$ cat src/rtl/rf_pkg.sv
// Shared constants and types for the register-file writeback path.
package rf_pkg;

  localparam int NUM_REGS = 32;
  localparam int ADDR_W   = 5;
  localparam int DATA_W   = 32;

  localparam logic [ADDR_W-1:0] REG_ZERO = '0;

  typedef enum logic {
    WB_ALU = 1'b0,
    WB_MEM = 1'b1
  } wb_src_t;

  typedef struct packed {
    logic [ADDR_W-1:0] rd;
    logic [DATA_W-1:0] data;
  } wb_req_t;

  function automatic logic [NUM_REGS-1:0] reg_onehot(input logic [ADDR_W-1:0] idx);
    logic [NUM_REGS-1:0] v;
    v      = '0;
    v[idx] = 1'b1;
    return v;
  endfunction

endpackage

$ cat src/rtl/rr_arbiter2.sv
// Two-requester round-robin arbiter; a grant implies a transfer, so the
// last-grant register follows the grant directly.
module rr_arbiter2
  import rf_pkg::*;
(
  input  logic clk,
  input  logic rst,
  input  logic req_alu,
  input  logic req_mem,
  output logic gnt_alu,
  output logic gnt_mem
);

  wb_src_t last_q, last_d;

  // NOTE: every output of a combinational block gets a default first, so no
  // path leaves it unassigned and no latch is inferred.
  always_comb begin
    gnt_alu = 1'b0;
    gnt_mem = 1'b0;
    if (!rst) begin
      if (req_alu && req_mem) begin
        gnt_mem = (last_q == WB_ALU);
        gnt_alu = (last_q == WB_MEM);
      end else begin
        gnt_alu = req_alu;
        gnt_mem = req_mem;
      end
    end
  end

  always_comb begin
    last_d = last_q;
    if (gnt_alu) begin
      last_d = WB_ALU;
    end else if (gnt_mem) begin
      last_d = WB_MEM;
    end
  end

  // NOTE: reset is synchronous here, so it lives inside the clocked block and
  // the sensitivity list holds only the clock edge.
  always_ff @(posedge clk) begin
    if (rst) begin
      last_q <= WB_ALU;
    end else begin
      last_q <= last_d;
    end
  end

  a_grant_onehot0 : assert property (@(posedge clk) !(gnt_alu && gnt_mem));

endmodule

$ cat src/rtl/rf_writeback_scheduler.sv
// Arbitrates ALU/MEM writebacks onto the single register-file write port and
// tracks pending destination registers for issue/decode stall decisions.
module rf_writeback_scheduler
  import rf_pkg::*;
(
  input  logic                clk,
  input  logic                rst,

  input  logic                issue_valid,
  input  logic [ADDR_W-1:0]   issue_rd,
  output logic                issue_ready,

  input  logic [ADDR_W-1:0]   rs1_addr,
  input  logic [ADDR_W-1:0]   rs2_addr,
  output logic                rs_stall,

  input  logic                alu_valid,
  input  logic [ADDR_W-1:0]   alu_rd,
  input  logic [DATA_W-1:0]   alu_data,
  output logic                alu_ready,

  input  logic                mem_valid,
  input  logic [ADDR_W-1:0]   mem_rd,
  input  logic [DATA_W-1:0]   mem_data,
  output logic                mem_ready,

  output logic                reg_write,
  output logic [ADDR_W-1:0]   write_reg,
  output logic [DATA_W-1:0]   write_data,

  output logic [NUM_REGS-1:0] pending
);

  logic gnt_alu;
  logic gnt_mem;

  rr_arbiter2 u_arb (
    .clk     (clk),
    .rst     (rst),
    .req_alu (alu_valid),
    .req_mem (mem_valid),
    .gnt_alu (gnt_alu),
    .gnt_mem (gnt_mem)
  );

  assign alu_ready = gnt_alu;
  assign mem_ready = gnt_mem;

  logic                wb_fire;
  wb_req_t             wb_sel;
  logic                issue_fire;

  logic                reg_write_q,  reg_write_d;
  logic [ADDR_W-1:0]   write_reg_q,  write_reg_d;
  logic [DATA_W-1:0]   write_data_q, write_data_d;
  logic [NUM_REGS-1:0] pending_q,    pending_d;

  // x0 is never pending, so it neither blocks issue nor stalls a reader.
  always_comb begin
    issue_ready = (issue_rd == REG_ZERO) || !pending_q[issue_rd];
    rs_stall    = ((rs1_addr != REG_ZERO) && pending_q[rs1_addr]) ||
                  ((rs2_addr != REG_ZERO) && pending_q[rs2_addr]);
    issue_fire  = issue_valid && issue_ready && (issue_rd != REG_ZERO);
  end

  always_comb begin
    wb_fire = gnt_alu || gnt_mem;
    wb_sel  = gnt_mem ? '{rd: mem_rd, data: mem_data}
                      : '{rd: alu_rd, data: alu_data};
  end

  // Write index/data hold when idle; a write to x0 is accepted but never enabled.
  always_comb begin
    reg_write_d  = wb_fire && (wb_sel.rd != REG_ZERO);
    write_reg_d  = write_reg_q;
    write_data_d = write_data_q;
    if (wb_fire) begin
      write_reg_d  = wb_sel.rd;
      write_data_d = wb_sel.data;
    end
  end

  // Clear on commit first, then set, so a same-edge re-issue keeps its bit.
  always_comb begin
    pending_d = pending_q;
    if (reg_write_q) begin
      pending_d = pending_d & ~reg_onehot(write_reg_q);
    end
    if (issue_fire) begin
      pending_d = pending_d | reg_onehot(issue_rd);
    end
    pending_d[0] = 1'b0;
  end

  // NOTE: sequential state uses non-blocking assignments so every flop samples
  // the pre-edge values regardless of statement order.
  always_ff @(posedge clk) begin
    if (rst) begin
      reg_write_q  <= 1'b0;
      write_reg_q  <= '0;
      write_data_q <= '0;
      pending_q    <= '0;
    end else begin
      reg_write_q  <= reg_write_d;
      write_reg_q  <= write_reg_d;
      write_data_q <= write_data_d;
      pending_q    <= pending_d;
    end
  end

  assign reg_write  = reg_write_q;
  assign write_reg  = write_reg_q;
  assign write_data = write_data_q;
  assign pending    = pending_q;

  a_x0_never_pending : assert property (@(posedge clk) !pending_q[0]);
  a_no_x0_write      : assert property (@(posedge clk) !(reg_write_q && write_reg_q == REG_ZERO));

endmodule
$ cat config.mk
export PLATFORM = sky130hd
export DESIGN_NAME = rf_writeback_scheduler
export DESIGN_NICKNAME = d
export VERILOG_FILES = /design/src/rtl/rf_pkg.sv /design/src/rtl/rr_arbiter2.sv /design/src/rtl/rf_writeback_scheduler.sv
export SDC_FILE = /design/constraint.sdc
export NUM_CORES = 1
export LEC_CHECK = 0
export CORE_AREA = 5 5 108 110
export CTS_BUF_LIST = sky130_fd_sc_hd__clkbuf_2 sky130_fd_sc_hd__clkbuf_4 sky130_fd_sc_hd__clkbuf_8
export DETAILED_ROUTE_END_ITERATION = 7
export DIE_AREA = 0 0 113 115
export PLACE_DENSITY = 0.7
export SYNTH_ARGS = -nofsm -noshare
export SYNTH_HDL_FRONTEND = slang
export SYNTH_SLANG_ARGS = --single-unit
$ cat constraint.sdc
create_clock -name clk -period 6.2 [get_ports clk]
set_clock_uncertainty 0.2 [all_clocks]
set_input_delay 1.55 -clock clk [delete_from_list [all_inputs] [get_ports clk]]
set_output_delay 1.55 -clock clk [all_outputs]
set_load 0.01 [all_outputs]
==> results.md <==
Worst setup path:
- The dominant cell type by count on the critical path is clkdlybuf4s50_1.
- The slack of the worst reg-to-reg path is 3.44 ns.
- The worst setup path is launched from an input pin.
- The maximum fanout along the worst path is 7.
- The number of gates on the worst path with buffers counted is 6.
- The number of cells on the worst reg-to-reg path is 5.
- The standard cell with the maximum stage delay on the critical path is clkdlybuf4s50_1.
- The kind of critical path is in -> out.
- STA classifies the critical path endpoint as a primary output.
- The gate family responsible for the most delay along the worst path is buffers and inverters.
- The endpoint of the lowest-slack register-to-register path is pending[21].
- In this design, the stage delay of the slowest critical-path cell is 0.67 ns.
- The critical path goes through clkdlybuf4s50_1, mux4_1, a32oi_1, nand2_1, a2111oi_0, clkdlybuf4s50_1.
- The worst register-to-register path begins at pending[17].
- The critical path data required time is 4.45 ns.
- The data arrival time of the critical path is 4.17 ns.
- The total buffers and inverters traversed by the critical path is 2.

Layout:
- The finished layout cell area is 5860 um2.
- The storage element area is 1400 um2.
- The finished layout holds 753 standard cells, fillers aside.
- Compared with the post-synthesis result, the final layout area differs by 45.6%.
- In the final layout, the multi-input gates occupy roughly 2400 um2.
- The number of nets in the layout is ~700.
- The number of inserted diodes is 0.
- The layout has 975 filler cells.
- The flip-flop count of the largest register after layout is 32.
- Cells with a size suffix above 1 make up 7.01% of the layout.

Synthesis:
- The average footprint of a synthesized cell is 8.51 um2.
- The count of flip-flops with a built-in enable after synthesis is 0.
- The simple-gate share of the synthesized area is 26.6%.
- The fraction of registers with async set or reset after synthesis is 0%.
- The count of yosys warnings during synthesis is 0.
- The synthesized netlist devotes between 10% and 20% of its cell area to compound gates.
- The number of nets in the synthesized netlist is 567.
- The register area share after synthesis is 34.8%.
- Measured against the total synthesized area, the mux share comes to 14.5%.
- The most frequently used cell type in the post-synthesis netlist is nand2_1.
- After Yosys synthesis, XOR and XNOR cells account for 0% of the synthesized area.
- By area the synthesized netlist is led by dfxtp_1 35%, nand2_1 9.7%, a311oi_1 8.1%.
- The synthesized netlist devotes 0% of its cell area to adder and majority cells.
- In this run the cell area of the synthesized design comes to approximately 4000 um2.
- The combinational family with the most area after synthesis is simple AND/OR/NAND/NOR gates.
- After synthesis, the largest area contributor takes up 34.8% of total cell area.
- The synthesized netlist contains 40 unique library cells.
- By count the netlist is led by 104 x nand2_1, 70 x dfxtp_1, 45 x nor2_1.
- The number of synthesized register bits is 70.
- In the synthesized netlist, the number of instances is about 470.
- The biggest area consumer among synthesized cells is dfxtp_1.
- The most used flip-flop cell after synthesis is dfxtp_1.

Global routing:
- The number of antenna violations at the first check in global routing is 0.
- The number of global-route vias before repair was between 4000 and 5000.
- The total routing resource utilization after global routing is 21.4%.
- For this run the aggregate overflow at the end of global routing stands at 0.
- The maximum number of pins on one net before global-route repair is 72.
- The first global-routing pass estimated 22.3 mm of wire.

STA:
- The pin slew with the least headroom to its limit is 0.934 ns.
- The least setup slack across all paths after layout is about 0.28 ns.
- Adding up every negative setup slack in the final design gives 0 ns.
- Subtracting the final worst setup slack from the clock period gives 5.92 ns.
- Setup repair after global routing left no endpoint under its margin.
- After layout, the worst path uses 95.5% of the clock period.
- The worst-case headroom to the max-slew limit is 37.7%.
- Final hold analysis gives a worst-case slack of 0.298 ns.
- The total count of hold-check failures in the final report came to 0.
- Derived from the worst setup path, the maximum achievable clock frequency is 169 MHz.
- The final count of pins violating max slew came to 0.
- The final setup violation count is 0.

Outcome:
- The run finished with clean final reports.

Place:
- The cell area after placement is 5700 um2.
- The cell count after placement is 739.
- The half-perimeter wire length after detailed placement is between 10 and 15 mm.
- The weighted congestion at the end of routability-driven global placement is 0.975.
- The setup slack after placement is 0.295 ns.
- The port buffer count is 166.

Die:
- The die is 113 um wide.
- The placeable core region is around 11000 um2.
- The initialized floorplan defines 38 standard-cell rows.
- The count of boundary I/O pins is 168.
- The starting utilization of the core area is 38.0%.
- The floorplan step defined a die boundary enclosing 13000 um2.
- Measured along the y axis, the die boundary spans around 120 um.

Routing:
- The number of vias after detailed routing is ~4300.
- Before antenna repair, the detailed router went through 5 iterations.
- The count of nets left with antenna violations once routing finished came out at 0.
- The number of DRC markers after the initial detailed-route iteration is between 200 and 300.
- The wire length per cell is 18.6 um.
- The final routed DRC violation total is 0.
- Using the TritonRoute via totals, the vias-per-cell ratio works out to 5.67.
- The final layout contains routed wiring with a total length of 14.0 mm.

Clocking:
- The clock transition at the register clock pins on the worst setup and hold paths after CTS is 0.07 ns.
- In this run the deepest clock path goes through 2 buffers.
- The post-cts sizing count is 0.
- The number of buffers inserted by post-CTS setup repair is 0.
- TritonCTS built the clock tree.
- In this run, CTS created clock tree buffers numbering 9.
- The cell sitting at the root of the clock tree is a clkbuf_8.
- For this design, the CTS-stage hold fixing added 0 buffers.
- The clock sink total is 70.
- The clock insertion delay at the later pin of the skew report is ~0.33 ns.
- The H-tree depth is 3.

Pwr:
- The part of the total power dissipated in the clock network is 30.3%.
- The cell leakage power is about 2.1 nW.
- The peak ir drop on the vdd network is 118 uV.
- The internal power summed over all cells is between 0.0007 and 0.0008 W.
- In this run the power density over the cells is roughly 180 nW/um2.
- For this design the total switching power over the nets is 0.000288 W.
- Combinational cells account for 22.8% of the total power.
- In this run, flip-flops and latches consume 47.0% of the power.
- In this run switching power makes up a little over a quarter of total power.

Hold path:
- The number of cells on the worst hold path is 2.
- The classification of the worst-slack hold path is reg -> reg.
- The terminating pin of the worst hold path is write_data[26].
- The startpoint of the tightest hold check path is write_data[26].

Job:
- Max-cap violations in this run came to 0.
==> layout make-up <==
class | instances | share of cell area, %
inverters | 3 | 0.192
clock buffers | 12 | 2.60
flip-flops and latches | 70 | 23.9
clock inverters | 2 | 0.171
repair buffers | 171 | 28.9
well taps | 140 | 2.99
multi-input cells | 355 | 41.2
==> worst register-to-register path: cells and delay by family (launching register included) <==
family / cells / cell delay, ns
DFF: 1 / 0.38
and+or+nand+nor: 3 / 1.18
AOI/OAI and AO/OA: 1 / 0.39
muxes: 1 / 0.51
==> cell families after synthesis <==
family | Yosys count
buffers and inverters | 48
DFF | 70
AOI/OAI and AO/OA | 101
muxes | 29
and+or+nand+nor | 224
other | 1
==> placed cells by master, fill, tap and decap left out, types with 3 or more instances in the layout <==
master,n
a21oi_1,4
a311oi_1,37
and3b_1,3
buf_4,5
clkbuf_8,10
clkdlybuf4s50_1,165
dfxtp_1,70
inv_1,3
mux2i_1,6
mux4_1,7
mux4_2,14
nand2_1,104
nand2b_1,5
nand3_1,4
nand3b_1,24
nor2_1,44
nor2b_1,17
nor3_1,6
nor3b_1,7
o21ai_0,25
o31ai_1,23
==> how the worst max path moves through the flow <==
stage                           start           to
after global routing      issue_rd[0]  issue_ready
after CTS                 issue_rd[0]  issue_ready
final                     issue_rd[0]  issue_ready
after floorplan           issue_rd[0]  issue_ready
after detailed placement  issue_rd[0]  issue_ready
after global placement    issue_rd[0]  issue_ready
==> per-stage QoR <==
stage / total power, W / utilization [%]
2_1_floorplan: 0.000611 / -
3_3_place_gp: 0.000741 / 53.8
6_report: 0.00105 / 55.3
4_1_cts: 0.00106 / 55.3
5_1_grt: 0.00110 / 55.3
3_5_place_dp: 0.000744 / 53.8
==> routing by layer <==
metal / vias to the layer above / wire length (um) / global-route usage, % / share of wire [%]
met5: - / 0 / 0 / 0
met3: 27 / 1910 / 9.47 / 14
met4: 0 / 342 / 6.65 / 2.4
li1: 2006 / - / - / -
met2: 249 / 6300 / 34.4 / 45
met1: 1984 / 5480 / 26.0 / 39
==> power by group through the flow <==
stage | clock network (W) | registers [W] | logic, W
detailed placement | 0 | 0.000504 | 0.000240
finish | 0.000318 | 0.000494 | 0.000240
global route | 0.000342 | 0.000498 | 0.000260
global placement | 0 | 0.000503 | 0.000239
floorplan | 0 | 0.000506 | 0.000105
CTS | 0.000328 | 0.000494 | 0.000241
Note: power is estimated with default switching activity, not from simulation.
